[config.mk]
export PLATFORM = sky130hd
export DESIGN_NAME = ehl_ecc_scrub
export DESIGN_NICKNAME = d
export VERILOG_FILES = /design/src/rtl/ehl_ecc_pkg.sv /design/src/rtl/ehl_ecc.sv /design/src/rtl/ehl_ecc_scrub.sv
export SDC_FILE = /design/constraint.sdc
export NUM_CORES = 1
export LEC_CHECK = 0
export CORE_ASPECT_RATIO = 0.8
export CORE_MARGIN = 4
export CORE_UTILIZATION = 56
export DETAILED_ROUTE_END_ITERATION = 8
export MAX_ROUTING_LAYER = met4
export PLACE_DENSITY = 0.86
export SYNTH_ARGS = -nofsm -noshare
export SYNTH_HDL_FRONTEND = slang
export SYNTH_HIERARCHICAL = 1
export SYNTH_SLANG_ARGS = --single-unit
[constraint.sdc]
create_clock -name clk -period 9 [get_ports clk]
set_input_delay 0.9 -clock clk [delete_from_list [all_inputs] [get_ports clk]]
set_output_delay 0.9 -clock clk [all_outputs]
set_load 0.01 [all_outputs]
[src/rtl/ehl_ecc_pkg.sv]
// Shared widths, scrubber FSM states and codeword pack/unpack helpers for the
// ehl_ecc family. Codewords are packed {check bits, data}.
package ehl_ecc_pkg;

  localparam int CW_MAX = 64;

  function automatic int cbw_f(input int width);
    return 2 + $clog2(width);
  endfunction

  function automatic int cw_f(input int width);
    return width + cbw_f(width);
  endfunction

  typedef enum logic [2:0] {
    ST_IDLE    = 3'd0,
    ST_RD_REQ  = 3'd1,
    ST_RD_WAIT = 3'd2,
    ST_CHECK   = 3'd3,
    ST_WR_REQ  = 3'd4,
    ST_NEXT    = 3'd5
  } scrub_state_e;

  function automatic logic [CW_MAX-1:0] width_mask(input int width);
    return (64'd1 << width) - 64'd1;
  endfunction

  function automatic logic [CW_MAX-1:0] cw_pack(input logic [CW_MAX-1:0] cb,
                                                input logic [CW_MAX-1:0] data,
                                                input int width);
    return (cb << width) | (data & width_mask(width));
  endfunction

  function automatic logic [CW_MAX-1:0] cw_data(input logic [CW_MAX-1:0] cw, input int width);
    return cw & width_mask(width);
  endfunction

  function automatic logic [CW_MAX-1:0] cw_check(input logic [CW_MAX-1:0] cw, input int width);
    return cw >> width;
  endfunction

endpackage

[src/rtl/ehl_ecc.sv]
// Combinational Hamming / SECDED generator and checker. Check bit j covers the
// Hamming positions with bit j set; the top check bit is overall parity.
module ehl_ecc
  import ehl_ecc_pkg::*;
#(
  parameter int WIDTH  = 8,
  parameter bit SECDED = 1'b1
) (
  input  logic                       gen,
  input  logic                       chk,
  input  logic [WIDTH-1:0]           din,
  input  logic [cbw_f(WIDTH)-1:0]    cbin,
  output logic [cbw_f(WIDTH)-1:0]    cbout,
  output logic                       single_err,
  output logic                       double_err,
  output logic [WIDTH-1:0]           se_pat_dout,
  output logic [cbw_f(WIDTH)-1:0]    se_pat_cbout
);

  localparam int CBW = cbw_f(WIDTH);
  localparam int HB  = CBW - 1;

  // Data bits occupy the non-power-of-two Hamming positions in ascending order.
  function automatic int data_pos(input int idx);
    int seen;
    int pos;
    seen = 0;
    pos  = 0;
    for (int p = 3; p < 2**HB; p++) begin
      if ((p & (p - 1)) != 0) begin
        if (seen == idx) pos = p;
        seen++;
      end
    end
    return pos;
  endfunction

  function automatic logic [WIDTH-1:0] cov_mask(input int j);
    logic [WIDTH-1:0] m;
    m = '0;
    for (int i = 0; i < WIDTH; i++) m[i] = ((data_pos(i) >> j) & 1) != 0;
    return m;
  endfunction

  logic [HB-1:0]    ham_s;
  logic [HB-1:0]    syn_s;
  logic [HB-1:0]    pat_ham_s;
  logic [WIDTH-1:0] pat_d_s;
  logic             par_s;
  logic             syn_nz_s;
  logic             hit_s;
  logic             single_s;
  logic             double_s;

  // Recompute Hamming parity and map the syndrome onto a single bit position.
  always_comb begin
    ham_s     = '0;
    pat_ham_s = '0;
    pat_d_s   = '0;
    for (int j = 0; j < HB; j++) ham_s[j] = ^(din & cov_mask(j));
    syn_s = ham_s ^ cbin[HB-1:0];
    for (int j = 0; j < HB; j++) pat_ham_s[j] = (syn_s == HB'(1 << j));
    for (int i = 0; i < WIDTH; i++) pat_d_s[i] = (syn_s == HB'(data_pos(i)));
  end

  assign par_s    = SECDED ? ((^din) ^ (^cbin)) : 1'b0;
  assign syn_nz_s = |syn_s;
  assign hit_s    = |{pat_ham_s, pat_d_s};

  // An odd overall parity with a syndrome that names no real bit is uncorrectable.
  assign single_s = SECDED ? (par_s & (!syn_nz_s | hit_s)) : (syn_nz_s & hit_s);
  assign double_s = SECDED ? ((!par_s & syn_nz_s) | (par_s & syn_nz_s & !hit_s))
                           : (syn_nz_s & !hit_s);

  assign single_err   = chk & single_s;
  assign double_err   = chk & double_s;
  assign se_pat_dout  = single_err ? pat_d_s : '0;
  assign se_pat_cbout = single_err ? {SECDED & !syn_nz_s, pat_ham_s} : '0;
  assign cbout        = gen ? {(SECDED ? ^{din, ham_s} : 1'b0), ham_s} : '0;

endmodule

[src/rtl/ehl_ecc_scrub.sv]
// Background SECDED scrubber: sweeps addresses 0..DEPTH-1, writes back corrected
// single-bit errors and counts/logs double errors without touching memory.
module ehl_ecc_scrub
  import ehl_ecc_pkg::*;
#(
  parameter int WIDTH  = 8,
  parameter int AWIDTH = 8,
  parameter int DEPTH  = 256,
  parameter int CNTW   = 16
) (
  input  logic                    clk,
  input  logic                    rst,
  input  logic                    start,
  input  logic                    abort,
  input  logic                    clr_cnt,
  output logic                    busy,
  output logic                    done,
  output logic                    mem_req,
  input  logic                    mem_gnt,
  output logic                    mem_we,
  output logic [AWIDTH-1:0]       mem_addr,
  output logic [cw_f(WIDTH)-1:0]  mem_wdata,
  input  logic                    mem_rvalid,
  input  logic [cw_f(WIDTH)-1:0]  mem_rdata,
  output logic [CNTW-1:0]         se_cnt,
  output logic [CNTW-1:0]         de_cnt,
  output logic [AWIDTH-1:0]       last_err_addr,
  output logic                    last_err_de,
  output logic                    irq_de
);

  localparam int                CBW       = cbw_f(WIDTH);
  localparam int                CW        = cw_f(WIDTH);
  localparam logic [AWIDTH-1:0] LAST_ADDR = AWIDTH'(DEPTH - 1);
  localparam logic [CNTW-1:0]   CNT_MAX   = {CNTW{1'b1}};

  function automatic logic [CNTW-1:0] cnt_upd(input logic [CNTW-1:0] cnt,
                                              input logic inc, input logic clr);
    logic [CNTW-1:0] res;
    if (clr) res = '0;
    else if (inc && (cnt != CNT_MAX)) res = cnt + CNTW'(1);
    else res = cnt;
    return res;
  endfunction

  scrub_state_e      state_r;
  scrub_state_e      state_nx_s;
  logic [AWIDTH-1:0] addr_r;
  logic              abort_r;
  logic [CW-1:0]     rdata_r;
  logic [WIDTH-1:0]  ecc_din_s;
  logic [CBW-1:0]    ecc_cbin_s;
  logic [CBW-1:0]    ecc_cbout_s;
  logic [WIDTH-1:0]  pat_d_s;
  logic [CBW-1:0]    pat_cb_s;
  logic              ecc_se_s;
  logic              ecc_de_s;
  logic [CW-1:0]     fix_cw_s;
  logic              se_inc_s;
  logic              de_inc_s;
  logic              sweep_end_s;
  logic              cbout_unused_s;

  assign ecc_din_s  = WIDTH'(cw_data(CW_MAX'(rdata_r), WIDTH));
  assign ecc_cbin_s = CBW'(cw_check(CW_MAX'(rdata_r), WIDTH));
  assign fix_cw_s   = CW'(cw_pack(CW_MAX'(ecc_cbin_s ^ pat_cb_s), CW_MAX'(ecc_din_s ^ pat_d_s), WIDTH));

  ehl_ecc #(.WIDTH(WIDTH), .SECDED(1'b1)) u_ecc (
    .gen          (1'b0),
    .chk          (1'b1),
    .din          (ecc_din_s),
    .cbin         (ecc_cbin_s),
    .cbout        (ecc_cbout_s),
    .single_err   (ecc_se_s),
    .double_err   (ecc_de_s),
    .se_pat_dout  (pat_d_s),
    .se_pat_cbout (pat_cb_s)
  );

  assign cbout_unused_s = ^ecc_cbout_s;

  // Next-state logic; an abort on the NEXT cycle itself also ends the sweep.
  always_comb begin
    state_nx_s = state_r;
    case (state_r)
      ST_IDLE:    if (start) state_nx_s = ST_RD_REQ; else state_nx_s = ST_IDLE;
      ST_RD_REQ:  if (mem_gnt) state_nx_s = ST_RD_WAIT; else state_nx_s = ST_RD_REQ;
      ST_RD_WAIT: if (mem_rvalid) state_nx_s = ST_CHECK; else state_nx_s = ST_RD_WAIT;
      ST_CHECK:   if (ecc_se_s) state_nx_s = ST_WR_REQ; else state_nx_s = ST_NEXT;
      ST_WR_REQ:  if (mem_gnt) state_nx_s = ST_NEXT; else state_nx_s = ST_WR_REQ;
      ST_NEXT: begin
        if ((addr_r == LAST_ADDR) || abort_r || abort) state_nx_s = ST_IDLE;
        else state_nx_s = ST_RD_REQ;
      end
      default:    state_nx_s = ST_IDLE;
    endcase
  end

  assign se_inc_s    = (state_r == ST_CHECK) && ecc_se_s;
  assign de_inc_s    = (state_r == ST_CHECK) && ecc_de_s;
  assign sweep_end_s = (state_r == ST_NEXT) && (state_nx_s == ST_IDLE);
  assign mem_addr    = addr_r;

  // State, datapath and registered outputs; outputs decode the upcoming state.
  always_ff @(posedge clk) begin
    if (rst) begin
      state_r       <= ST_IDLE;
      addr_r        <= '0;
      abort_r       <= 1'b0;
      rdata_r       <= '0;
      busy          <= 1'b0;
      done          <= 1'b0;
      mem_req       <= 1'b0;
      mem_we        <= 1'b0;
      mem_wdata     <= '0;
      se_cnt        <= '0;
      de_cnt        <= '0;
      last_err_addr <= '0;
      last_err_de   <= 1'b0;
      irq_de        <= 1'b0;
    end else begin
      state_r <= state_nx_s;
      busy    <= (state_nx_s != ST_IDLE);
      done    <= sweep_end_s;
      mem_req <= (state_nx_s == ST_RD_REQ) || (state_nx_s == ST_WR_REQ);
      mem_we  <= (state_nx_s == ST_WR_REQ);
      irq_de  <= de_inc_s;
      se_cnt  <= cnt_upd(se_cnt, se_inc_s, clr_cnt);
      de_cnt  <= cnt_upd(de_cnt, de_inc_s, clr_cnt);

      if ((state_r == ST_IDLE) && start) addr_r <= '0;
      else if ((state_r == ST_NEXT) && (state_nx_s == ST_RD_REQ)) addr_r <= addr_r + AWIDTH'(1);

      if ((state_nx_s == ST_IDLE) || (state_r == ST_IDLE)) abort_r <= 1'b0;
      else if (abort) abort_r <= 1'b1;

      if ((state_r == ST_RD_WAIT) && mem_rvalid) rdata_r <= mem_rdata;
      if (se_inc_s) mem_wdata <= fix_cw_s;

      if (se_inc_s || de_inc_s) begin
        last_err_addr <= addr_r;
        last_err_de   <= de_inc_s;
      end
    end
  end

endmodule
==> metrics <==
Placeable Area 7060 sq um; Root Driver clkbuf_8; Setup WS pre-CTS 5.26 ns; Top-Level Pins 87; Post-CTS Resized 0; initial drt markers 181; top sig layer met4; Design Area, Final 5290 sq um; number of synthesis warnings 6; Port-buffer cells 86; slew margin rel. 0.338; drt total wl 10400 um; Worst-Skew Late Latency 0.35 ns; critical path class flop to flop; CP max stage delay 0.88 ns; Nets 598; Cell Rows 27; RSZ-0062 raised after global routing no; area of the die 8890 sq um; first-pass GRT wire length 17500 um; WHS Endpoint last_err_addr[2]$_SDFFE_PP0P_; Fin. Hold Viols 0; CTS buffer count 9; leak pwr 1.64 nW; Fin Clk Skew 0.0146 ns; placement-stage cell area 5110 sq um; Sink Count 84; Hold Path Cell Cnt 2; met3 wire length 658 um; initial antenna violation count 0; VDD IR max 0.000116 V; Critical path buffers and inverters 0; Area Growth Syn to Fin 27.0%; Pins Over Slew Limit 0; Placer Congestion 0.901; Gate Count Post-Synth 491; synthesized cell area 4160 sq um; Reg2Reg Depth 9; hold path start last_err_addr[2]$_SDFFE_PP0P_; Clock transition at path regs 0.09 ns; Max FO, Critical Path 30; PnR worst setup slack 5.16 ns; number of hold buffers added after CTS 0; Worst path slowest cell and4b_1; Die H 85.1 um; Max H-tree Level 3; fmax 260 MHz; Final Setup Violations 0; hpwl dp 7500 um; Starting Density 0.590; via count 4025; worst reg2reg setup slack 5.16 ns; Mean Syn Cell Area 8.48 sq um; most frequent CP cell a21oi_1; post-route ant nets 0; Period minus WS final 3.84 ns; Slew @ Worst Pin 0.992 ns; Hold Worst Slack 0.453 ns; Setup Fix Bufs, Post-CTS 0; Met2 Routed Length 4860 um; CP startpoint kind flop; Final Power 0.698 mW; status completed; CTS tree built; first-pass detailed-route iteration total 5; met1 wire length 4720 um; CP endpoint kind flop; FF-to-FF Start rdata_r[1]$_SDFFE_PP0P_; PD cells 132 nW/um^2; max_cap viols 0; clk buf depth 2; worst path cell trace xnor3_1 -> xor2_1 -> or2_4 -> a21oi_1 -> o21a_1 -> and4b_1 -> nand4_1 -> or4_1 -> a21oi_1; die extent in x 104 um; # DRC 0; layout cells sized above 1 0.0586; Antenna diodes 0; CP delay by family, top simple AND/OR/NAND/NOR gates; DR vias/cell 6.03; critical path data arrival time 4.11 ns; total grt overflow 0; Tcrit/Tclk final 0.427; largest net degree at the start of global routing 50; worst hold path type flop to flop; Avg WL per Cell 15.6 um; R2R Path End se_cnt[8]$_SDFFE_PP0P_; GRT Total Usage 0.243; Critical Path RT 9.27 ns; number of global-route vias before repair 3673; total negative setup slack 0 ns
[final cells by class]
class	count	area, sq um
clock buffers	10	138
clock inverters	6	46.3
fillers	512	1770
inverters	6	22.5
multi-input cells	384	2400
flip-flops and latches	84	1680
well taps	87	109
repair buffers	90	891
[sequential cells by signal, indices dropped and copies added, names as in the netlist]
| signal | cells |
|---|---|
| de_cnt | 16 |
| state_r | 3 |
| mem_req | 1 |
| mem_we | 1 |
| rdata_r | 13 |
| mem_addr | 8 |
| se_cnt | 16 |
| busy | 1 |
| irq_de | 1 |
| mem_wdata | 13 |
| last_err_addr | 8 |
| abort_r | 1 |
| done | 1 |
| last_err_de | 1 |
[where the power goes]
group / internal (mW) / leakage (nW) / switching, mW
Clock: 0.110 / 0.0893 / 0.141
Combinational: 0.0305 / 0.875 / 0.0350
Sequential: 0.375 / 0.677 / 0.00621
Total: 0.516 / 1.64 / 0.182
[stage by stage]
stage	util	std cells
after floorplan	-	497
after global placement	0.723	651
after detailed placement	0.723	651
after CTS	0.749	667
after global routing	0.749	667
final	0.749	667
[worst min-delay path, cell delays in order (launching register included)]
cell	delay (ns)
dfxtp_1	0.32
nand2_1	0.05
a21oi_1	0.05
[worst max-delay path by stage]
| stage | cells after the start | to | slack [ns] | startpoint |
|---|---|---|---|---|
| finish | 9 | se_cnt[8]$_SDFFE_PP0P_ | 5.16 | rdata_r[1]$_SDFFE_PP0P_ |
| global route | 9 | se_cnt[8]$_SDFFE_PP0P_ | 4.85 | rdata_r[1]$_SDFFE_PP0P_ |
| CTS | 9 | se_cnt[8]$_SDFFE_PP0P_ | 5.22 | rdata_r[1]$_SDFFE_PP0P_ |
| detailed placement | 9 | se_cnt[8]$_SDFFE_PP0P_ | 5.26 | rdata_r[1]$_SDFFE_PP0P_ |
| global placement | 9 | se_cnt[8]$_SDFFE_PP0P_ | 5.43 | rdata_r[1]$_SDFFE_PP0P_ |
| floorplan | 10 | de_cnt[8]$_SDFFE_PP0P_ | 6.12 | rdata_r[1]$_SDFFE_PP0P_ |
[placed cells by master, fill, tap and decap left out, types with 3 or more instances in the layout]
master,instances
a211oi_1,15
o31ai_1,17
buf_4,4
nand2_1,68
nand3_1,14
nor3_1,7
nand4_1,20
o21ai_0,13
inv_1,6
xnor3_1,4
nor2_1,37
xor2_1,8
dfxtp_1,84
nor4_1,5
mux2i_1,5
or3_1,16
or4_1,15
clkbuf_8,10
xnor2_1,16
clkdlybuf4s50_1,86
and4_1,4
xnor3_2,3
a21oi_1,55
conb_1,7
and3_1,5
nand4b_1,3
nand2b_1,3
nand3b_1,5
ha_1,3
[routing by layer]
layer  global-route usage  vias up
met2                0.387      161
met4               0.0809        0
met3               0.0510       16
met5                    -        -
met1                0.310     1868
li1                     -     1980
Note: power is estimated with default switching activity, not from simulation.
